==> src/rtl/ps2_rx.sv <==
// PS/2 device-to-host frame receiver: start, 8 data bits LSB first, odd parity, stop.
// Optional ps2_clk deglitch filter enabled by defining PS2_RX_FILTER_EN.
module ps2_rx #(
  parameter int TIMEOUT_CYCLES = 20000,
  parameter int FILTER_LEN     = 8
) (
  input  logic       clk,
  input  logic       rst,
  input  logic       rx_en,
  input  logic       ps2_clk,
  input  logic       ps2_data,
  output logic [7:0] rx_data,
  output logic       rda,
  output logic       perr,
  output logic       ferr,
  output logic       busy,
  output logic [1:0] dbg_state,
  output logic [3:0] dbg_cnt
);

  localparam int TW = (TIMEOUT_CYCLES > 2) ? $clog2(TIMEOUT_CYCLES) : 1;
  localparam logic [TW-1:0] TIMER_MAX = TW'(TIMEOUT_CYCLES - 1);

  typedef enum logic [1:0] {
    IDLE  = 2'b00,
    SHIFT = 2'b01,
    DONE  = 2'b10
  } state_t;

  state_t        state_q;
  logic [2:0]    clk_buf_q;
  logic [1:0]    data_buf_q;
  logic [9:0]    shift_q;
  logic [9:0]    shift_d;
  logic [3:0]    cnt_q;
  logic [TW-1:0] timer_q;
  logic [7:0]    rx_data_q;
  logic          rda_q;
  logic          perr_q;
  logic          ferr_q;
  logic          lvl_d;
  logic          fall_edge;
  logic          bit_d;
  logic          parity_ok;
  logic          stop_ok;

`ifdef PS2_RX_FILTER_EN
  localparam int FW = (FILTER_LEN > 1) ? $clog2(FILTER_LEN) : 1;

  logic          filt_q;
  logic [FW-1:0] filt_cnt_q;

  // Level only follows the pin after FILTER_LEN consecutive disagreeing samples.
  always_ff @(posedge clk or posedge rst) begin
    if (rst) begin
      filt_q     <= 1'b1;
      filt_cnt_q <= '0;
    end else if (clk_buf_q[0] == filt_q) begin
      filt_cnt_q <= '0;
    end else if (filt_cnt_q == FW'(FILTER_LEN - 1)) begin
      filt_q     <= clk_buf_q[0];
      filt_cnt_q <= '0;
    end else begin
      filt_cnt_q <= filt_cnt_q + 1'b1;
    end
  end

  assign lvl_d = filt_q;
`else
  logic unused_filter;
  assign unused_filter = (FILTER_LEN > 0);
  assign lvl_d         = clk_buf_q[0];
`endif

  always_ff @(posedge clk or posedge rst) begin
    if (rst) begin
      clk_buf_q  <= 3'b111;
      data_buf_q <= 2'b11;
    end else begin
      clk_buf_q  <= {clk_buf_q[1], lvl_d, ps2_clk};
      data_buf_q <= {data_buf_q[0], ps2_data};
    end
  end

  assign fall_edge = (clk_buf_q[2:1] == 2'b10);
  assign bit_d     = data_buf_q[1];
  assign shift_d   = {bit_d, shift_q[9:1]};
  assign parity_ok = ^shift_q[8:0];
  assign stop_ok   = shift_q[9];

  // Payload register carries no reset; it is only read in DONE after ten fresh shifts.
  always_ff @(posedge clk) begin
    if (rx_en && (state_q == SHIFT) && fall_edge) begin
      shift_q <= shift_d;
    end
  end

  always_ff @(posedge clk or posedge rst) begin
    if (rst) begin
      state_q   <= IDLE;
      cnt_q     <= 4'd0;
      timer_q   <= '0;
      rx_data_q <= 8'h00;
      rda_q     <= 1'b0;
      perr_q    <= 1'b0;
      ferr_q    <= 1'b0;
    end else begin
      rda_q  <= 1'b0;
      perr_q <= 1'b0;
      ferr_q <= 1'b0;
      if (!rx_en) begin
        state_q <= IDLE;
        cnt_q   <= 4'd0;
        timer_q <= '0;
      end else begin
        case (state_q)
          IDLE: begin
            if (fall_edge && !bit_d) begin
              state_q <= SHIFT;
              cnt_q   <= 4'd0;
              timer_q <= '0;
            end
          end
          SHIFT: begin
            if (fall_edge) begin
              cnt_q   <= cnt_q + 4'd1;
              timer_q <= '0;
              if (cnt_q == 4'd9) begin
                state_q <= DONE;
              end
            end else if (timer_q == TIMER_MAX) begin
              state_q <= IDLE;
              timer_q <= '0;
              ferr_q  <= 1'b1;
            end else begin
              timer_q <= timer_q + 1'b1;
            end
          end
          DONE: begin
            state_q <= IDLE;
            if (parity_ok && stop_ok) begin
              rx_data_q <= shift_q[7:0];
              rda_q     <= 1'b1;
            end
            perr_q <= !parity_ok;
            ferr_q <= !stop_ok;
          end
          default: state_q <= IDLE;
        endcase
      end
    end
  end

  assign rx_data   = rx_data_q;
  assign rda       = rda_q;
  assign perr      = perr_q;
  assign ferr      = ferr_q;
  assign busy      = (state_q != IDLE);
  assign dbg_state = state_q;
  assign dbg_cnt   = cnt_q;

endmodule
==> config.mk <==
export PLATFORM = sky130hd
export DESIGN_NAME = ps2_rx
export DESIGN_NICKNAME = d
export VERILOG_FILES = /design/src/rtl/ps2_rx.sv
export SDC_FILE = /design/constraint.sdc
export NUM_CORES = 1
export LEC_CHECK = 0
export BUFFER_PORTS_ARGS = -buffer_cell sky130_fd_sc_hd__buf_4
export CORE_ASPECT_RATIO = 1.25
export CORE_MARGIN = 5
export CORE_UTILIZATION = 40
export CTS_CLUSTER_SIZE = 12
export DETAILED_ROUTE_END_ITERATION = 10
export PLACE_DENSITY_LB_ADDON = 0.3
export SLEW_MARGIN = 20
export SYNTH_ARGS = -nofsm -noshare
export SYNTH_HDL_FRONTEND = slang
export SYNTH_SLANG_ARGS = --single-unit
==> constraint.sdc <==
create_clock -name clk -period 1.9 [get_ports clk]
set_input_delay 0.19 -clock clk [delete_from_list [all_inputs] [get_ports clk]]
set_output_delay 0.19 -clock clk [all_outputs]
set_load 0.01 [all_outputs]
==> qor.yml, run 1 <==
async_reset_ff_frac: 0.7872
coreArea_mm2: 0.005405
nets: 260
clock_path_buffers: 2
critical_path_class: "reg2reg"
synth_ff_type: "dfrtp_1"
dr.pass1.iters: 4
worst_hold_path_type: "in2async"
setup_violations: 0
cts_sinks: 47
routed_wl_mm: 4.680
drv_cap: 0
multi_input_area_um2: 959.7
synth_area_leaders: "dfrtp_1 (36%), edfxtp_1 (14%), dfstp_2 (6.0%)"
post-route-min-period_ns: 1.864
max_slew_margin: 0.6790
finalNonFillerCells: 314
swShare: 0.2626
yosysTopAreaCell: "dfrtp_1"
synth_area_mm2: 0.002200
grt_overflow_total: 0
ys_ff_latch: 47
dp_hpwl_mm: 3.354
hold_viol: 0
dieArea_mm2: 0.007091
detail_route.iter0.violations: 79
die_w_um: 76.33
path_cells: "xor2_1 > xnor3_2 > mux2i_4 > buf_4 > mux2_2"
drc_errors: 0
synth_top_cell_area_share: 0.3641
slowest_delay_ns: 0.48
worstMarginPinSlew_ns: 0.4816
fmax_mhz: 536.6
placed_cell_area_mm2: 0.002653
pin_count: 23
seqCellArea_mm2: 0.001232
crit_slowest_cell: "xnor3_2"
via_count: 1692
placementRows: 30
cts_buffers: 5
synth_edf_count: 10
avgViaCountPerCell: 5.389
crit_path_end_kind: "register"
vdd_drop_max_uv: 501.1
setup.worst_path.start_class: "register"
fin_crit_sh: 0.9808
grt_max_degree: 38
die_y_um: 92.91
startpoint: "shift_q[2]"
root_buffer: "clkbuf_8"
drtAntennaViolNets: 0
cts_tree: "done"
n_fill_cell: 485
grt_pass1_vias: 1713
yosys_warnings: 0
cp_data_arrival_time_ns: 2.05
wl_per_cell_um: 14.90
p_leak_nw: 1.287
rr_startpoint: "shift_q[2]"
grtUsageTotal: 0.1380
grt_pass1_wl_mm: 7.872
combinationalPowerShare: 0.220
drv_slew: 0
antenna_found_initial: 0
port_buffers: 22
start_util: 0.4069
status: "finished, final reports clean"
whs_ns: 0.004175
power_mw: 2.328
area_growth_pct: 30.38
diodes: 0
ys_types: 46
synth.avg_cell_area_um2: 11.58
rsz0062_at_grt: "true"
yosysSeqAreaShare: 0.5603
required_ns: 2.09
internal_power_mw: 1.717
pwr_density_cell_mw_per_mm2: 811.9
drive_gt1_frac: 0.3640
setup-tns-final_ns: 0
clkLatencyLatePin_ns: 0.30
clkSlewWorstSetupHoldPaths_ns: 0.09
power.switching_uw: 611.4
finClkSkew_ns: 0.01009
gp_congestion: 0.8181
syn_inst: 190
synth_nets: 201
dpl.cell_count: 301
finish.utilization: 0.5306
worst_slack_ns: 0.03648
postLayoutCellArea_mm2: 0.002868
dpl_worst_slack_ns: -0.01323
htree_levels: 2
pwr-share-clk: 0.307
worstPathMaxFanout: 3
p_seq_frac: 0.473
-- routing by layer --
metal | up-vias | routed length, um | GRT usage | share of wire
met5 | - | 0 | 0 | 0
met2 | 34 | 2434 | 0.2379 | 0.52
li1 | 814 | - | - | -
met3 | 5 | 193 | 0.03794 | 0.041
met4 | 0 | 61 | 0.05539 | 0.013
met1 | 839 | 1991 | 0.1614 | 0.43
-- critical path, delay by kind of cell (launching register included) --
family	cells	cell delay [ns]
buffers and inverters	1	0.15
flip-flops	1	0.41
multiplexers	2	0.51
XOR/XNOR	2	0.67
-- power groups by stage --
stage          sequential [mW]  clock [mW]  combinational, mW
3_5_place_dp              1.12           0              0.480
6_report                  1.10       0.715              0.513
5_1_grt                   1.11       0.787              0.563
2_1_floorplan             1.12           0              0.246
3_3_place_gp              1.12           0              0.469
4_1_cts                   1.10       0.741              0.489
-- cell families (layout without fill, tap and decap cells) --
group                    count (synthesis)  count (layout)  synth area share
AO/OA/AOI/OAI                           43              43            0.1286
XOR/XNOR                                 7               7           0.04096
adder cells (fa/ha/maj)                  6               6           0.03413
buffers and inverters                   19              79           0.03299
flip-flops                              47              47            0.5603
multiplexers                            10              10           0.05575
AND/OR/NAND/NOR                         58              58            0.1473
-- synth_stat cells (all sizes together), types with 2 or more instances --
| library cell | instances |
|---|---|
| dfrtp | 32 |
| inv | 14 |
| a21oi | 13 |
| nand2 | 12 |
| edfxtp | 10 |
| o21ai | 9 |
| mux2 | 8 |
| nand3 | 8 |
| nor2 | 8 |
| o31ai | 8 |
| ha | 6 |
| dfstp | 5 |
| and3 | 4 |
| clkbuf | 4 |
| nand4 | 4 |
| or4 | 4 |
| or3 | 3 |
| xnor2 | 3 |
| a31o | 2 |
| a31oi | 2 |
| a32o | 2 |
| mux2i | 2 |
| nand2b | 2 |
| nor3b | 2 |
| nor4 | 2 |
| o22ai | 2 |
| xnor3 | 2 |
| xor2 | 2 |
-- cell type report --
cell class	count	share of cell area
well taps	64	0.02792
multi-input cells	124	0.3346
clock inverters	1	0.01047
inverters	14	0.01832
repair buffers	57	0.1523
flip-flops and latches	47	0.4298
clock buffers	7	0.02661
-- layout by cell type, fill, tap and decap left out, drive strengths merged, types with 3 or more instances in the layout --
cell and n:
clkbuf 7, o21ai 9, dfstp 5, inv 14, and3 4, or3 3, edfxtp 10, nor2 8
or4 4, a21oi 13, o31ai 8, mux2 8, nand3 8, xnor2 3, nand4 4, dfrtp 32
buf 55, nand2 12, ha 6
-- registers in the layout, summed over array words and instances (netlist names), 2 cells and up --
| name | cells |
|---|---|
| dbg_state | 2 |
| shift_q | 10 |
| timer_q | 15 |
| data_buf_q | 2 |
| clk_buf_q | 3 |
| dbg_cnt | 4 |
| rx_data | 8 |
-- worst paths after layout --
| kind | depth (start not counted) | slack, ns | to |
|---|---|---|---|
| max reg2reg | 5 | 0.04 | rx_data[7] |
| min in group clk | 2 | 0.24 | perr |
| max | 5 | 0.04 | rx_data[7] |
| min reg2reg | 0 | 0.36 | data_buf_q[1] |
| min | 3 | 0.004 | perr |
| max in group asynchronous | 3 | 1.54 | clk_buf_q[0] |
-- repair_timing --
item,CTS,global route
setup buffers,2,1
hold buffers,2,0
setup endpoints to repair,6,25
gates resized for setup,1,15
hold endpoints to repair,2,0
pin swaps,2,8
Power figures use the tool's default switching activity.
==> inputs of run 2 (changes only) <==
- clock period: 1.9 -> 1.75 ns (I/O delays scaled with it)
==> qor.yml, run 2 (synthesis gave the netlist of run 1 again) <==
status: "complete, but fails checks"
violations: "negative hold slack, negative setup slack"
grt_pass1_vias: 1779
largest_register_ffs: 15
finClkSkew_ns: 0.005533
avgViaCountPerCell: 5.404
clkSlewWorstSetupHoldPaths_ns: 0.09
port_buffers: 22
cp_data_arrival_time_ns: 2.06
pin_count: 23
root_buffer: "clkbuf_8"
rsz0062_at_grt: "true"
worstMarginPinSlew_ns: 0.4862
n_fill_cell: 478
pwr-share-clk: 0.252
grt_pass1_wl_mm: 8.473
dp_hpwl_mm: 3.645
worstPathMaxFanout: 5
power_mw: 2.560
power.switching_uw: 751.0
rr_startpoint: "dbg_state[1]"
setup_violations: 11
nets: 275
required_ns: 1.98
die_w_um: 76.33
startpoint: "dbg_state[1]"
area_growth_pct: 42.09
rr_endpoint: "timer_q[13]"
postLayoutCellArea_mm2: 0.003126
htree_levels: 2
vdd_drop_max_uv: 417.5
whs_ns: -0.01127
placementRows: 30
drc_errors: 0
fmax_mhz: 545.4
dr.pass1.iters: 4
p_leak_nw: 1.396
antenna_found_initial: 0
dieArea_mm2: 0.007091
critical_path_class: "reg2reg"
fin_crit_sh: 1.048
setup.worst_path.start_class: "register"
pwr_density_cell_mw_per_mm2: 819.0
drv_cap: 0
reg2regPathDepth: 7
wl_per_cell_um: 15.55
largest-register: "timer_q"
worst_hold_path_type: "in2async"
crit_path_end_kind: "register"
die_y_um: 92.91
drv_slew: 0
drtAntennaViolNets: 0
final_cell_mix: "buf_4 (64), dfrtp_1 (32), nand2_1 (12), inv_1 (12), edfxtp_1 (10)"
combinationalPowerShare: 0.282
internal_power_mw: 1.809
start_util: 0.4069
final_common_cell: "buf_4"
cts_buffers: 5
grtUsageTotal: 0.1495
diodes: 0
worst_slack_ns: -0.08361
via_count: 1778
swShare: 0.2934
cts_tree: "done"
max_slew_margin: 0.6759
grt_max_degree: 38
clkLatencyLatePin_ns: 0.30
grt_overflow_total: 0
r2r_setup_slack_ns: -0.08
post-route-min-period_ns: 1.834
p_seq_frac: 0.466
drive_gt1_frac: 0.4604
detail_route.iter0.violations: 80
clock_path_buffers: 2
finish.utilization: 0.5782
cts_sinks: 47
routed_wl_mm: 5.115
gp_congestion: 0.7952
placed_cell_area_mm2: 0.002803
hold_viol: 23
coreArea_mm2: 0.005405
-- run 2: critical path: stages (launching register included) --
cell      delay [ns]
dfrtp_1         0.39
inv_2           0.09
buf_6           0.10
ha_4            0.14
nand2b_4        0.06
a311o_1         0.38
or4_4           0.45
a21oi_4         0.16
-- run 2: power by group through the flow --
stage / combinational, mW / sequential (mW) / clock (mW)
2_1_floorplan: 0.273 / 1.22 / 0
3_3_place_gp: 0.559 / 1.21 / 0
3_5_place_dp: 0.572 / 1.21 / 0
4_1_cts: 0.647 / 1.19 / 0.674
5_1_grt: 0.784 / 1.20 / 0.724
6_report: 0.722 / 1.19 / 0.646
-- run 2: timing repair --
item	4_1_cts	5_1_grt
pin swaps	7	7
buffers inserted	1	2
hold buffers	2	0
endpoints found under the hold margin	2	0
gates cloned	0	1
gates resized for setup	15	28
endpoints found under the setup margin	24	36
-- run 2: how the worst max path moves through the flow --
| stage | endpoint |
|---|---|
| 3_5_place_dp | timer_q[11] |
| 2_1_floorplan | timer_q[11] |
| 6_report | timer_q[13] |
| 5_1_grt | rx_data[3] |
| 4_1_cts | rx_data[3] |
| 3_3_place_gp | timer_q[11] |
-- run 2: routing by layer --
| layer | share of wire | global-route usage |
|---|---|---|
| met1 | 0.40 | 0.1736 |
| met2 | 0.54 | 0.2636 |
| met3 | 0.035 | 0.03113 |
| met4 | 0.024 | 0.06560 |
| met5 | 0 | 0 |
-- run 2: area by class of cell --
| class | count | area (um^2) | area share |
|---|---|---|---|
| Clock buffer | 6 | 72.57 | 0.02322 |
| Multi-Input combinational cell | 124 | 1099 | 0.3515 |
| Sequential cell | 47 | 1232 | 0.3943 |
| Clock inverter | 2 | 12.51 | 0.004003 |
| Timing Repair Buffer | 72 | 576.8 | 0.1845 |
| Inverter | 14 | 52.55 | 0.01681 |
| Tap cell | 64 | 80.08 | 0.02562 |
-- run 2: per-stage QoR --
| stage | instances | setup TNS, ns | setup WS [ns] | hold slack [ns] |
|---|---|---|---|---|
| detailed placement | 315 | -1.547 | -0.1579 | 0.2851 |
| floorplan | 190 | -1.469 | -0.2330 | 0.1795 |
| CTS | 326 | -0.7540 | -0.08761 | 0.001503 |
| global route | 329 | -1.941 | -0.1696 | 0.02522 |
| global placement | 315 | -0.6872 | -0.07809 | 0.2841 |
| finish | 329 | -0.7151 | -0.08361 | -0.01127 |
